## config.mk

```make
export PLATFORM = sky130hd
export DESIGN_NAME = uart_bus_bridge
export DESIGN_NICKNAME = d
export VERILOG_FILES = /design/src/rtl/uart_bus_bridge.sv
export SDC_FILE = /design/constraint.sdc
export NUM_CORES = 1
export LEC_CHECK = 0
export CORE_AREA = 2 2 118 120
export DETAILED_ROUTE_END_ITERATION = 10
export DIE_AREA = 0 0 120 122
export GPL_TIMING_DRIVEN = 0
export PLACE_DENSITY = 0.76
export REMOVE_ABC_BUFFERS = 1
export SETUP_SLACK_MARGIN = 0.1
export SLEW_MARGIN = 5
export SYNTH_ARGS = -nofsm -noshare
export SYNTH_HDL_FRONTEND = slang
export SYNTH_SLANG_ARGS = --single-unit
```

## constraint.sdc

```tcl
create_clock -name clk -period 3.63 [get_ports clk]
set_input_delay 1.089 -clock clk [delete_from_list [all_inputs] [get_ports clk]]
set_output_delay 1.089 -clock clk [all_outputs]
set_load 0.01 [all_outputs]
```

## src/rtl/uart_bus_bridge.sv

```systemverilog
// Host debug/loader bridge: UART byte frames in, picorv32 native-bus transactions out, reply bytes back.
// Define UART_BRIDGE_AUTOINC_EN to add the 'N' auto-increment write command.
module uart_bus_bridge #(
   parameter int BUS_TIMEOUT = 1024,
   parameter int RX_TIMEOUT  = 720000
) (
   input  logic        clk,
   input  logic        resetn,
   input  logic [7:0]  rx_data,
   input  logic        rx_valid,
   output logic [7:0]  tx_data,
   output logic        tx_valid,
   input  logic        tx_ready,
   output logic        mem_valid,
   output logic        mem_instr,
   output logic [31:0] mem_addr,
   output logic [31:0] mem_wdata,
   output logic [3:0]  mem_wstrb,
   input  logic [31:0] mem_rdata,
   input  logic        mem_ready,
   output logic        busy,
   output logic        overrun
);

   // state   | meaning
   // S_IDLE  | waiting for a command byte
   // S_ARGS  | collecting operand bytes (address and/or data)
   // S_BUS   | bus request outstanding (mem_valid high)
   // S_REPLY | presenting reply bytes to the transmitter

   typedef enum logic [1:0] {S_IDLE, S_ARGS, S_BUS, S_REPLY} state_t;
   typedef enum logic [1:0] {C_WR, C_RD, C_INC, C_BAD} cmd_t;

   localparam int BT_W = (BUS_TIMEOUT > 1) ? $clog2(BUS_TIMEOUT + 1) : 1;
   localparam int RT_W = (RX_TIMEOUT > 1) ? $clog2(RX_TIMEOUT + 1) : 1;

   state_t          state, state_nxt;
   cmd_t            cmd, cmd_dec;
   logic [3:0]      byte_cnt;
   logic [31:0]     reply_buf;
   logic [BT_W-1:0] bus_timer;
   logic [RT_W-1:0] rx_timer;
   logic            last_arg, bus_expire, rx_expire, tx_accept, last_reply;
   logic [4:0]      byte_lsb;

   always_comb begin
      cmd_dec = C_BAD;
      case (rx_data)
         8'h57:   cmd_dec = C_WR;
         8'h52:   cmd_dec = C_RD;
`ifdef UART_BRIDGE_AUTOINC_EN
         8'h4E:   cmd_dec = C_INC;
`endif
         default: cmd_dec = C_BAD;
      endcase
   end

   assign byte_lsb   = {byte_cnt[1:0], 3'b000};
   assign last_arg   = rx_valid && (byte_cnt == ((cmd == C_WR) ? 4'd7 : 4'd3));
   assign bus_expire = (BUS_TIMEOUT != 0) && !mem_ready && (bus_timer == BT_W'(1));
   assign rx_expire  = (RX_TIMEOUT != 0) && !rx_valid && (rx_timer == RT_W'(1));
   assign tx_accept  = tx_valid && tx_ready;
   assign last_reply = (byte_cnt == 4'd0);

`ifdef UART_BRIDGE_AUTOINC_EN
   logic [31:0] last_addr;

   always_ff @(posedge clk or negedge resetn) begin
      if (!resetn)
         last_addr <= 32'h0;
      else if (state == S_BUS && mem_ready && cmd != C_RD)
         last_addr <= mem_addr;
   end
`endif

   always_ff @(posedge clk or negedge resetn) begin
      if (!resetn)
         state <= S_IDLE;
      else
         state <= state_nxt;
   end

   always_comb begin
      state_nxt = state;
      case (state)
         S_IDLE:  if (rx_valid) state_nxt = (cmd_dec == C_BAD) ? S_REPLY : S_ARGS;
         S_ARGS: begin
            if (last_arg)
               state_nxt = S_BUS;
            else if (rx_expire)
               state_nxt = S_IDLE;
         end
         S_BUS:   if (mem_ready || bus_expire) state_nxt = S_REPLY;
         S_REPLY: if (tx_accept && last_reply) state_nxt = S_IDLE;
         default: state_nxt = S_IDLE;
      endcase
   end

   // Bus and reply strobes derive from state so an async reset drops them at once.
   always_comb begin
      busy      = (state != S_IDLE);
      mem_valid = (state == S_BUS);
      mem_instr = 1'b0;
      mem_wstrb = (state == S_BUS && cmd != C_RD) ? 4'hF : 4'h0;
      tx_valid  = (state == S_REPLY);
      tx_data   = tx_valid ? reply_buf[7:0] : 8'h00;
   end

   always_ff @(posedge clk or negedge resetn) begin
      if (!resetn) begin
         cmd       <= C_BAD;
         byte_cnt  <= 4'd0;
         mem_addr  <= 32'h0;
         mem_wdata <= 32'h0;
         reply_buf <= 32'h0;
         bus_timer <= '0;
         rx_timer  <= '0;
         overrun   <= 1'b0;
      end else begin
         if (rx_valid && (state == S_BUS || state == S_REPLY))
            overrun <= 1'b1;
         case (state)
            S_IDLE: begin
               if (rx_valid) begin
                  cmd       <= cmd_dec;
                  byte_cnt  <= 4'd0;
                  rx_timer  <= RT_W'(RX_TIMEOUT);
                  reply_buf <= 32'h15;
               end
            end
            S_ARGS: begin
               if (rx_valid) begin
                  rx_timer <= RT_W'(RX_TIMEOUT);
                  if (cmd == C_INC || byte_cnt[2])
                     mem_wdata[byte_lsb +: 8] <= rx_data;
                  else if (byte_cnt[1:0] == 2'd0)
                     mem_addr[7:0] <= {rx_data[7:2], 2'b00};
                  else
                     mem_addr[byte_lsb +: 8] <= rx_data;
                  if (byte_cnt != 4'hF)
                     byte_cnt <= byte_cnt + 4'd1;
                  if (last_arg)
                     bus_timer <= BT_W'(BUS_TIMEOUT);
`ifdef UART_BRIDGE_AUTOINC_EN
                  if (last_arg && cmd == C_INC)
                     mem_addr <= last_addr + 32'd4;
`endif
               end else if (rx_timer != '0) begin
                  rx_timer <= rx_timer - 1'b1;
               end
            end
            S_BUS: begin
               if (mem_ready) begin
                  reply_buf <= (cmd == C_RD) ? mem_rdata : 32'h06;
                  byte_cnt  <= (cmd == C_RD) ? 4'd3 : 4'd0;
               end else if (bus_expire) begin
                  reply_buf <= 32'h15;
                  byte_cnt  <= 4'd0;
               end else if (bus_timer != '0) begin
                  bus_timer <= bus_timer - 1'b1;
               end
            end
            S_REPLY: begin
               if (tx_accept) begin
                  reply_buf <= {8'h00, reply_buf[31:8]};
                  if (byte_cnt != 4'd0)
                     byte_cnt <= byte_cnt - 4'd1;
               end
            end
            default: ;
         endcase
      end
   end

endmodule

```

# --- After elaboration in Yosys (flattened, before gate mapping) ---
# Cells that the tools add are included.
word_totals:
  ff_bits: 136
  latch_bits: 0
  ramBits: 0
  rom_bits: 0
  input_bits: 45
  elab_cells: 117
  memories: 0
op_classes:
  add_sub_neg: 5
  multipliers: 0
  div_mod_pow: 0
  magnitude_cmp: 0
  eq_ne: 27
  shift: 2
  n_mux: 39
  n_bitwise: 2
  reduce_logical: 32
op_table:
  columns: ["cell", "count"]
  rows:
  - ["32-bit two-way mux", 5]
  - ["32-bit one-hot mux with 3 select lines", 1]
  - ["32-bit bitwise mux", 2]
  - ["20-bit two-way mux", 3]
  - ["11-bit two-way mux", 5]
  - ["20-bit one-hot mux with 2 select lines", 1]
  - ["4-bit two-way mux", 8]
  - ["8-bit by 7-bit variable shift with 32-bit output (first input constant)", 1]
  - ["8-bit by 7-bit indexed part select with 32-bit output", 1]
  - ["11-bit one-hot mux with 2 select lines", 1]
  - ["20-bit by 1-bit == test with 1-bit output (second input constant)", 1]
  - ["20-bit nonzero test", 1]
  - ["20-bit by 1-bit subtractor with 20-bit output (second input constant)", 1]
  - ["8-bit by 7-bit == test with 1-bit output (second input constant)", 2]
  - ["8-bit two-way mux", 2]
  - ["4-bit one-hot mux with 4 select lines", 1]
  - ["2-bit two-way mux", 7]
  - ["2-bit by 1-bit inequality test with 1-bit output (second input constant)", 6]
  - ["2-bit inequality test (second input constant)", 6]
  - ["4-bit AND reduction", 3]
  - ["6-bit AND reduction", 2]
  - ["11-bit by 1-bit == test with 1-bit output (second input constant)", 1]
  - ["11-bit nonzero test", 1]
  - ["11-bit by 1-bit subtractor with 11-bit output (second input constant)", 1]
  - ["23 further kinds", 44]

# --- Depth between registers and ports, before layout ---
logic_depth:
  depth_word: 7
  depth_mapped: 11
  ltp_nobuf: 8

# --- Least setup slack after synthesis ---
# Ideal clock, no wire load.
synth_timing:
  path_kind: "reg2reg"
  start: "register state[1]"
  end: "register byte_cnt[3]"
  setup_time_ns: 0.124
  t_arrival_ns: 2.618
  t_required_ns: 3.506
  path_slack_ns: 0.888
  stages_incl_launch_ff: 12
  period_less_slack_ns: 2.742
  path_cell_list: "dfrtp_1 > clkbuf_1 > clkbuf_1 > nand2_1 > inv_1 > clkbuf_1 > ha_1 > a21o_1 > a21oi_1 > xnor2_1 > and3_1 > a211o_1"
synth_via:
  elab_chain_cells: 4
  word_cells_on_any_way: 13
synth_rtl:
  columns: ["element", "line", "text"]
  rows:
  - ["start, declared", "37", "state_t state, state_nxt;"]
  - ["start signal, assigned", "80", "state <= state_nxt;"]
  - ["2-bit == test (*)", "105", "tx_valid = (state == S_REPLY);"]
  - ["net tx_valid", "12", "output logic tx_valid,"]
  - ["1-bit logical AND", "62", "assign tx_accept = tx_valid && tx_ready;"]
  - ["2-bit by 1-bit inequality test with 1-bit output (no line)", null, null]
  - ["6-bit AND reduction (no line)", null, null]
  - ["end signal, assigned", "141", "byte_cnt <= byte_cnt + 4'd1;"]
  - ["end signal, assigned", "155", "byte_cnt <= (cmd == C_RD) ? 4'd3 : 4'd0;"]
  - ["end signal, assigned", "167", "byte_cnt <= byte_cnt - 4'd1;"]
  - ["end, declared", "39", "logic [3:0] byte_cnt;"]
# The timed path passes the listed nets; every way through them passes the cells marked *.
# A chain may end at the register's enable or synchronous reset.

# --- Final worst setup path ---
layout_timing:
  start: "register state[0]"
  end: "output port tx_valid"
layout_via:
  elab_chain_cells: 1
layout_rtl:
  columns: ["element", "line"]
  rows:
  - ["2-bit == test", "105"]
  - ["end, declared", "12"]
# Every way passes these cells.

==> impl_results.md <==
* Ys async rst share at 100%
* Pre-CTS WS at -142 ps
* Fmax at 303 MHz
* Remaining DRCs at 0
* Core ar. at around 14000 sq um
* Minimum clock period at 3300 ps
* TNS Setup at 0 ps
* Wire length on met1 at roughly 7000 um
* Hpwl dp at about 11000 um
* WS Path Type: reg2out
* Outcome: finished, final reports clean
* Critical path capture point: tx_valid
* Final net count at slightly above 800
* Clock-pin slew on the worst setup and hold paths at roughly 60 ps
* Final worst setup slack at around 330 ps
* Post-synth EDFFs at 0
* Final hold vios at 0
* CTS H-tree depth at 4
* Clk_skew at approximately 13 ps
* I/O pin count at roughly 130
* GPL Wtd Cong at between 0.9 and 1
* Non-Filler Instances at 947
* First-pass iteration count of the detailed router at 5
* Grt total ovfl at 0
* Die Y at 122 um
* Post-DR wirelength/cell at between 15 and 20 um
* Initial antenna violation count at 0
* Cells after Synth at 638
* Max Used Layer: met4
* Worst vdd ir at 0.493 mV
* Critical Path Start Type: flop
* Worst path arrival time at 2220 ps
* Seq cells post-synth at 136
* ANT nets after route at 0
* Relative slew slack at approximately 23%
* Max_cap viols at 0
* Fraction of layout cells with a size suffix above 1 at between 10% and 20%
* DRT iter0 DRCs at between 300 and 400
* Total power draw at between 6 and 7 mW
* Register-to-Register Setup Slack at between 800 and 900 ps
* Reg-to-Reg Start: bus_timer[7]
* Starting Density at 48.4%
* Pwr dens at 805 nW/um^2
* Die area at 14600 sq um
* Syn Area/Cell at just over 10 sq um
* Worst min path class: reg2reg
* Register area share after synthesis at 52.1%
* Crit. End Element: output pin
* Setup violations, final at 0
* Slew Viols, Final at 0
* First-pass GRT wire length at about 26000 um
* CP max FO at 26
* Number of diodes at 0
* Tightest Pin Transition at 1140 ps
* # rows at between 40 and 50
* Vias at about 5300
* Final wirelength at roughly 16000 um
* Worst path required time at around 2500 ps
* CTS sink cnt at ~140
* Max clock buf depth at 2
* Met3 wire length at a little under 900 um
* FILL cells at 1085
* Inst Count DP at approximately 900
* Multi-input combinational cell area at about 2900 sq um
* Register area at 3410 sq um
* Die width at 120 um
* Number of distinct library cells after synthesis at ~50
* CTS tree: done
* WL met2 at a little under 8000 um
* Num CTS Buffers at 17
* Final period utilization at around nine tenths
* IO Port Bufs at around 120
* Worst r2r dst: reply_buf[0]
* GRT Total Usage at a little under a quarter
* RSZ-0062 raised after global routing: no
* CTS root buf: clkbuf_16
* Worst r2r path cells at 4
* CP startpoint: state[0]
* Static Leak at 3.69 nW
* Area of the mapped netlist at roughly 6500 sq um
* Syn. warnings at 0
* Largest net degree at the start of global routing at a little over 70
* Area Overhead vs Synth at 30.4%
* Predominant post-synthesis flop cell: dfrtp_1
* Vias/cell at 5.58
* Clk_lat worst skew at 420 ps
* Vias in the first global route at between 5000 and 6000
[layer usage]
metal,GRT usage [%],up-vias
li1,-,2494
met1,28.9,2584
met2,36.8,173
met3,6.32,29
met4,8.68,0
met5,0,-
[state kept, by name, indices dropped and copies added (netlist names)]
| register | count |
|---|---|
| state | 2 |
| cmd | 2 |
| mem_wdata | 32 |
| rx_timer | 20 |
| bus_timer | 11 |
| byte_cnt | 4 |
| overrun | 1 |
| mem_addr | 32 |
| reply_buf | 32 |
[Yosys cell counts, types with 4 or more instances]
library cell | instances | area, sq um
a22o_1 | 8 | 70.1
or3_1 | 8 | 50.1
xnor2_1 | 7 | 61.3
inv_1 | 12 | 45.0
and2_1 | 4 | 25.0
mux2i_1 | 5 | 50.1
a21oi_1 | 13 | 65.1
and3_1 | 9 | 56.3
ha_1 | 13 | 163
o2111ai_1 | 5 | 43.8
nand2b_1 | 14 | 87.6
o211ai_1 | 5 | 37.5
nand4_1 | 4 | 25.0
mux2_2 | 49 | 552
a22oi_1 | 20 | 150
buf_4 | 4 | 30.0
nor2_1 | 55 | 206
nand3_1 | 14 | 70.1
o21ai_0 | 33 | 165
nand2_1 | 92 | 345
nor3_1 | 13 | 65.1
dfrtp_1 | 134 | 3350
or2_2 | 4 | 25.0
clkbuf_1 | 24 | 90.1
o21ai_1 | 13 | 65.1
xor2_1 | 13 | 114
nor4_1 | 14 | 87.6
or4_1 | 6 | 45.0
buf_6 | 5 | 56.3
[power breakdown]
part           total [mW]  switching, mW  internal (mW)  leakage (nW)
Clock                1.80          0.693           1.11         0.291
Sequential           2.38          0.408           1.98          1.78
Combinational        2.68           1.41           1.27          1.61
[cell families after synthesis]
family / count (synthesis) / synth area share (%)
compound gates: 117 / 11.5
xor+xnor: 20 / 2.68
fa+ha+maj: 14 / 2.79
buf+inv: 46 / 3.44
flops: 136 / 52.1
mux: 54 / 9.20
other cells: 1 / 0.0573
simple gates: 250 / 18.2
[worst max-delay path: stages, from the launching register on]
cell and delay, ps:
dfrtp_4 610, nand2_1 350, clkinvlp_4 290, clkdlybuf4s50_1 540
[timing repair]
item,in CTS,in global routing
hold buffers,0,0
cloned,1,0
setup buffers,0,4
gates resized for setup,3,2
endpoints found under the setup margin,5,1
[stage by stage]
stage | hold WS [ps] | area (sq um) | util [%]
floorplan | 441 | 6360 | -
global placement | 455 | 7830 | 58.0
detailed placement | 457 | 7870 | 58.3
CTS | 470 | 8500 | 62.9
global route | 482 | 8530 | 63.2
finish | 463 | 8530 | 63.2
[cells in the final DEF (no fill, tap or decap), types with 6 or more instances in the layout]
| cell | count |
|---|---|
| a22o_1 | 8 |
| a22oi_1 | 20 |
| nor4_1 | 14 |
| nand2b_1 | 14 |
| dfrtp_1 | 132 |
| ha_1 | 13 |
| a21oi_1 | 13 |
| xnor2_1 | 7 |
| mux2_2 | 49 |
| inv_1 | 11 |
| clkbuf_16 | 17 |
| or4_1 | 6 |
| nand3_1 | 14 |
| nor3_1 | 12 |
| xor2_1 | 13 |
| o21ai_0 | 33 |
| and3_1 | 9 |
| clkdlybuf4s50_1 | 123 |
| nand2_1 | 92 |
| or3_1 | 8 |
| o21ai_1 | 13 |
| nor2_1 | 55 |
[area by class of cell]
type	count	area share, %
timing repair buffer	130	15.3
multi-input combinational	456	34.2
clock buffer	19	5.19
tap	180	2.64
sequential	136	40.0
timing repair inverter	1	0.0587
clock inverter	13	1.99
inverter	12	0.572
[worst min-delay path by stage]
stage,startpoint,end,slack (ps),cells past startpoint
6_report,mem_addr[7],mem_addr[7],460,2
5_1_grt,mem_addr[7],mem_addr[7],480,2
4_1_cts,mem_addr[7],mem_addr[7],470,2
3_5_place_dp,mem_addr[7],mem_addr[7],460,2
3_3_place_gp,reply_buf[0],reply_buf[0],450,2
2_1_floorplan,reply_buf[0],reply_buf[0],440,2
No activity file was read; power rests on OpenSTA's default activity.
